<file path="config.mk">
export PLATFORM = sky130hd
export DESIGN_NAME = ctr_cfg_arb
export DESIGN_NICKNAME = d
export VERILOG_FILES = /design/src/rtl/ctr_cfg_pkg.sv /design/src/rtl/ctr_cfg_arb_rr_arb2.sv /design/src/rtl/ctr_cfg_arb.sv
export SDC_FILE = /design/constraint.sdc
export NUM_CORES = 1
export LEC_CHECK = 0
export CORE_MARGIN = 10
export CORE_UTILIZATION = 39
export DETAILED_ROUTE_END_ITERATION = 12
export GPL_TIMING_DRIVEN = 0
export HOLD_SLACK_MARGIN = 0.15
export PLACE_DENSITY_LB_ADDON = 0.12
export SYNTH_ARGS = -nofsm -noshare
export SYNTH_HDL_FRONTEND = slang
export SYNTH_SLANG_ARGS = --single-unit
</file>
<file path="constraint.sdc">
create_clock -name clk_cog -period 1.7 [get_ports clk_cog]
set_input_delay 0.425 -clock clk_cog [delete_from_list [all_inputs] [get_ports clk_cog]]
set_output_delay 0.425 -clock clk_cog [all_outputs]
set_load 0.01 [all_outputs]
</file>
<file path="src/rtl/ctr_cfg_pkg.sv">
// rtl/ctr_cfg_pkg.sv - shared types, mask bit positions and step ordering for ctr_cfg_arb
package ctr_cfg_pkg;

    typedef enum logic [2:0] {
        IDLE = 3'd0,
        OFF  = 3'd1,
        FRQ  = 3'd2,
        PHS  = 3'd3,
        CTR  = 3'd4,
        ACK  = 3'd5
    } ctr_cfg_state_t;

    localparam int M_PHS = 0;
    localparam int M_FRQ = 1;
    localparam int M_CTR = 2;

    // Next step of the fixed write order OFF -> FRQ -> PHS -> CTR -> ACK,
    // skipping steps whose mask condition does not hold.
    function automatic ctr_cfg_state_t next_step(
        input ctr_cfg_state_t cur,
        input logic [2:0]     mask,
        input logic           quiesce
    );
        ctr_cfg_state_t nxt;
        nxt = ACK;
        case (cur)
            IDLE: begin
                if (mask[M_CTR] && quiesce) nxt = OFF;
                else if (mask[M_FRQ])       nxt = FRQ;
                else if (mask[M_PHS])       nxt = PHS;
                else if (mask[M_CTR])       nxt = CTR;
                else                        nxt = ACK;
            end
            OFF: begin
                if (mask[M_FRQ])      nxt = FRQ;
                else if (mask[M_PHS]) nxt = PHS;
                else if (mask[M_CTR]) nxt = CTR;
                else                  nxt = ACK;
            end
            FRQ: begin
                if (mask[M_PHS])      nxt = PHS;
                else if (mask[M_CTR]) nxt = CTR;
                else                  nxt = ACK;
            end
            PHS: begin
                if (mask[M_CTR]) nxt = CTR;
                else             nxt = ACK;
            end
            CTR:     nxt = ACK;
            default: nxt = IDLE;
        endcase
        return nxt;
    endfunction

endpackage

</file>
<file path="src/rtl/ctr_cfg_arb_rr_arb2.sv">
// rtl/ctr_cfg_arb_rr_arb2.sv - two-input round-robin picker
module rr_arb2 (
    input  logic [1:0] req_i,
    input  logic       ptr_i,
    input  logic       upd_i,
    output logic       gnt_o,
    output logic       vld_o
);

    // A lone requester always wins; a tie goes to the pointer's preference.
    // upd_i marks the cycle in which the caller is able to take a grant.
    always_comb begin
        gnt_o = 1'b0;
        case (req_i)
            2'b01:   gnt_o = 1'b0;
            2'b10:   gnt_o = 1'b1;
            2'b11:   gnt_o = ptr_i;
            default: gnt_o = 1'b0;
        endcase
        vld_o = upd_i & (|req_i);
    end

endmodule

</file>
<file path="src/rtl/ctr_cfg_arb.sv">
// rtl/ctr_cfg_arb.sv - two-requester counter programming sequencer
module ctr_cfg_arb
    import ctr_cfg_pkg::*;
#(
    parameter bit QUIESCE = 1'b1
) (
    input  logic             clk_cog,
    input  logic             res,
    input  logic [1:0]       req,
    input  logic [1:0][2:0]  req_mask,
    input  logic [1:0][31:0] req_ctr,
    input  logic [1:0][31:0] req_frq,
    input  logic [1:0][31:0] req_phs,
    output logic [1:0]       ack,
    output logic             busy,
    output logic             gnt,
    output logic             setctr,
    output logic             setfrq,
    output logic             setphs,
    output logic [31:0]      data
);

    ctr_cfg_state_t state_q, state_d;
    logic           gnt_q, gnt_d;
    logic           ptr_q, ptr_d;
    logic [2:0]     mask_q, mask_d;
    logic [31:0]    ctr_q, ctr_d;
    logic [31:0]    frq_q, frq_d;
    logic [31:0]    phs_q, phs_d;

    logic           arb_gnt;
    logic           arb_vld;

    rr_arb2 u_arb (
        .req_i (req),
        .ptr_i (ptr_q),
        .upd_i (state_q == IDLE),
        .gnt_o (arb_gnt),
        .vld_o (arb_vld)
    );

    // State, grant, pointer and operand shadows; reset abandons any sequence.
    always_ff @(posedge clk_cog) begin
        if (res) begin
            state_q <= IDLE;
            gnt_q   <= 1'b0;
            ptr_q   <= 1'b0;
            mask_q  <= 3'b000;
            ctr_q   <= 32'h0;
            frq_q   <= 32'h0;
            phs_q   <= 32'h0;
        end else begin
            state_q <= state_d;
            gnt_q   <= gnt_d;
            ptr_q   <= ptr_d;
            mask_q  <= mask_d;
            ctr_q   <= ctr_d;
            frq_q   <= frq_d;
            phs_q   <= phs_d;
        end
    end

    // Grant and latch operands in IDLE, then walk the masked write order.
    always_comb begin
        state_d = state_q;
        gnt_d   = gnt_q;
        ptr_d   = ptr_q;
        mask_d  = mask_q;
        ctr_d   = ctr_q;
        frq_d   = frq_q;
        phs_d   = phs_q;
        case (state_q)
            IDLE: begin
                if (arb_vld) begin
                    gnt_d   = arb_gnt;
                    mask_d  = req_mask[arb_gnt];
                    ctr_d   = req_ctr[arb_gnt];
                    frq_d   = req_frq[arb_gnt];
                    phs_d   = req_phs[arb_gnt];
                    state_d = next_step(IDLE, req_mask[arb_gnt], QUIESCE);
                end
            end
            ACK: begin
                ptr_d   = ~gnt_q;
                state_d = IDLE;
            end
            default: begin
                state_d = next_step(state_q, mask_q, QUIESCE);
            end
        endcase
    end

    // Moore decode of strobes, data and ack; data is zero whenever no strobe fires.
    always_comb begin
        ack    = 2'b00;
        setctr = 1'b0;
        setfrq = 1'b0;
        setphs = 1'b0;
        data   = 32'h0;
        case (state_q)
            OFF: begin
                setctr = 1'b1;
                data   = 32'h0;
            end
            FRQ: begin
                setfrq = 1'b1;
                data   = frq_q;
            end
            PHS: begin
                setphs = 1'b1;
                data   = phs_q;
            end
            CTR: begin
                setctr = 1'b1;
                data   = ctr_q;
            end
            ACK: begin
                ack[gnt_q] = 1'b1;
            end
            default: begin
                ack = 2'b00;
            end
        endcase
    end

    assign busy = (state_q != IDLE);
    assign gnt  = busy ? gnt_q : 1'b0;

endmodule
</file>
==> impl_metrics.tcl <==
set metrics [dict create \
    rrSetupSlack_ns -0.35 \
    grt_pass1_wl_mm 40.77 \
    setup_viol_count_final 138 \
    syn_inst 720 \
    crit_path_start_kind "register" \
    std_cell_rows 43 \
    viasPerCell 5.761 \
    pin_count 241 \
    clk_pin_slew_ns 0.07 \
    cts_buffer_depth 2 \
    die-area_um2 19410 \
    maxCapViolCount 0 \
    htree_levels 3 \
    fin_skew_ns 0.005229 \
    grt_pass1_vias 6822 \
    ys_seq_elements 104 \
    hold_violations 0 \
    critPathKind "reg -> out" \
    via_count 7052 \
    fin_nets 1240 \
    ir_worst_vdd_v 0.001026 \
    fin_crit_ns 2.115 \
    cts_tree "yes" \
    status "finished, violations left" \
    grt-ovfl-total 0 \
    synth-seq-area-share_pct 37.49 \
    hold_start "phs_q[4]" \
    critPathCaptureType "primary output" \
    wl_per_cell_um 23.34 \
    synth_warnings 0 \
    cts_inserted_buffers 9 \
    post-route-drc-count 0 \
    clockRootBuffer "clkbuf_16" \
    power.total_mw 18.53 \
    rsz0062_at_grt "true" \
    synthFlopType "dfxtp_1" \
    power.density_nw_per_um2 1746 \
    reg2reg_from "state_q[0]" \
    start_util_pct 39.86 \
    max-slew-margin-rel_pct 50.49 \
    ys_async_sr_fraction_pct 0 \
    synth-simple-area-share_pct 27.06 \
    core_area_um2 13930 \
    timing.fmax_mhz 472.8 \
    die_x_um 139.3 \
    dp_slack_ns -0.8758 \
    synthesis.area_um2 5554 \
    synth_top_family_by_area "simple AND/OR/NAND/NOR gates" \
    cts.sinks 104 \
    syn_area_per_cell_um2 7.714 \
    synth-compound-area-share_pct 22.41 \
    hp-class "reg -> reg" \
    dp_hpwl_mm 18.11 \
    initialDrtViolationCount 546 \
    area_growth_syn_to_layout_pct 91.08 \
    p_leak_nw 4.213 \
    grt_use_total_pct 26.49 \
    period_share_pct 124.4 \
    arrival_ns 1.69 \
    synth_edf_count 0 \
    crit_start "state_q[2]" \
    required_ns 1.27 \
    drive_above_1_share_pct 35.38 \
    most-common-layout-cells "clkdlybuf4s50_1 (199), nand2_1 (109), dfxtp_1 (101), nand3_1 (99)" \
    antenna_found_initial 1 \
    wl_mm 28.57 \
    failed_checks "setup timing" \
    tightest_slew_ns 0.7427 \
    drtPass1Iterations 5 \
    die_height_um 139.3 \
    synth_cell_type_count 30 \
    synth_nets 922 \
    finalMaxSlewViolations 0 \
    synthAdderAreaFrac_pct 0 \
    antenna_left 0 \
    synth_xor_area_share_pct 0.1577 \
    io_buffers 240 \
    worstSkewPairLatency_ns 0.36 \
    final_common_cell "clkdlybuf4s50_1" \
    fin_ws_ns -0.4151 \
    grt_max_degree 17 \
    place_congestion 0.8886 \
    critPathMaxFanout 6 \
    synth_mux_area_share_pct 6.128 \
]
[area by class of cell]
type                       count  area (µm²)
fill                        1004        3322
timing repair buffer         310        3264
sequential                   104        2091
buffer                        74       867.1
clock buffer                  10       229.0
multi-input combinational    536        3815
antenna                        1       2.502
inverter                       3       11.26
tap                          180       225.2
clock inverter                 6       107.6
[path summary, 6_finish.rpt]
path	end	cells after the start
worst max-delay path	data[9]	7
worst max register to register	phs_q[30]	11
worst min-delay path	phs_q[4]	2
worst min register to register	phs_q[4]	2
[routing by layer]
metal,global-route usage [%],wire length (µm),up-vias
li1,-,-,3247
met3,9.017,2939,65
met5,0,0,-
met2,43.61,13750,377
met1,32.14,11100,3363
met4,7.084,779,0
[sequential cells by signal, indices dropped and copies added (netlist names)]
register  flops
ctr_q        32
frq_q        32
phs_q        32
mask_q        3
state_q       3
gnt_q         1
ptr_q         1
[cells in the mapped netlist, drive strengths merged, types with 2 or more instances]
library cell / count / share of area (%)
mux2i: 34 / 6.1
nor2: 110 / 7.6
o21ai: 37 / 3.3
nand2: 134 / 9.1
nor2b: 2 / 0.23
buf: 34 / 3.6
a311oi: 98 / 18
a21oi: 6 / 0.54
nand3b: 2 / 0.27
nand2b: 2 / 0.23
clkbuf: 44 / 3.0
nor3: 2 / 0.38
inv: 3 / 0.20
dfxtp: 104 / 37
nand3: 99 / 8.9
[cells by family after synthesis]
logic type      Yosys count
buf+inv                  81
compound gates          146
mux                      34
flops                   104
xor+xnor                  1
simple gates            354
[report_power, final]
group / leakage, nW / internal [mW] / switching (mW) / total, mW
sequential: 0.864 / 3.49 / 0.884 / 4.37
combinational: 3.19 / 6.20 / 5.52 / 11.7
clock: 0.162 / 1.44 / 1.00 / 2.44
total: 4.21 / 11.1 / 7.40 / 18.5
[through the flow]
| step | cells | utilization [%] | hold slack, ns | TNS, ns | cell area, µm² |
|---|---|---|---|---|---|
| 6_report | 1224 | 76.16 | 0.4914 | -38.37 | 10610 |
| 5_1_grt | 1224 | 76.16 | 0.5180 | -47.49 | 10610 |
| 4_1_cts | 1216 | 71.02 | 0.4896 | -16.11 | 9896 |
| 3_5_place_dp | 1140 | 58.75 | 0.4899 | -99.39 | 8187 |
| 3_3_place_gp | 1140 | 58.75 | 0.4864 | -97.29 | 8187 |
| 2_1_floorplan | 720 | - | 0.4756 | 0 | 5559 |
[critical path, cell delays in order (launching register included)]
cell and delay [ns]:
dfxtp_4 0.35, buf_6 0.09, nor3b_4 0.21, buf_6 0.22, clkbuf_16 0.18, nand2_2 0.05, o21ai_1 0.08, buf_2 0.16
[repair_timing]
| action | 4_1_cts | 5_1_grt |
|---|---|---|
| cloned | 19 | 6 |
| gates resized for setup | 422 | 187 |
| setup endpoints to repair | 142 | 142 |
| setup buffers | 41 | 17 |
| pin swaps | 89 | 55 |
| hold buffers | 0 | 0 |
No activity file was read; power rests on OpenSTA's default activity.
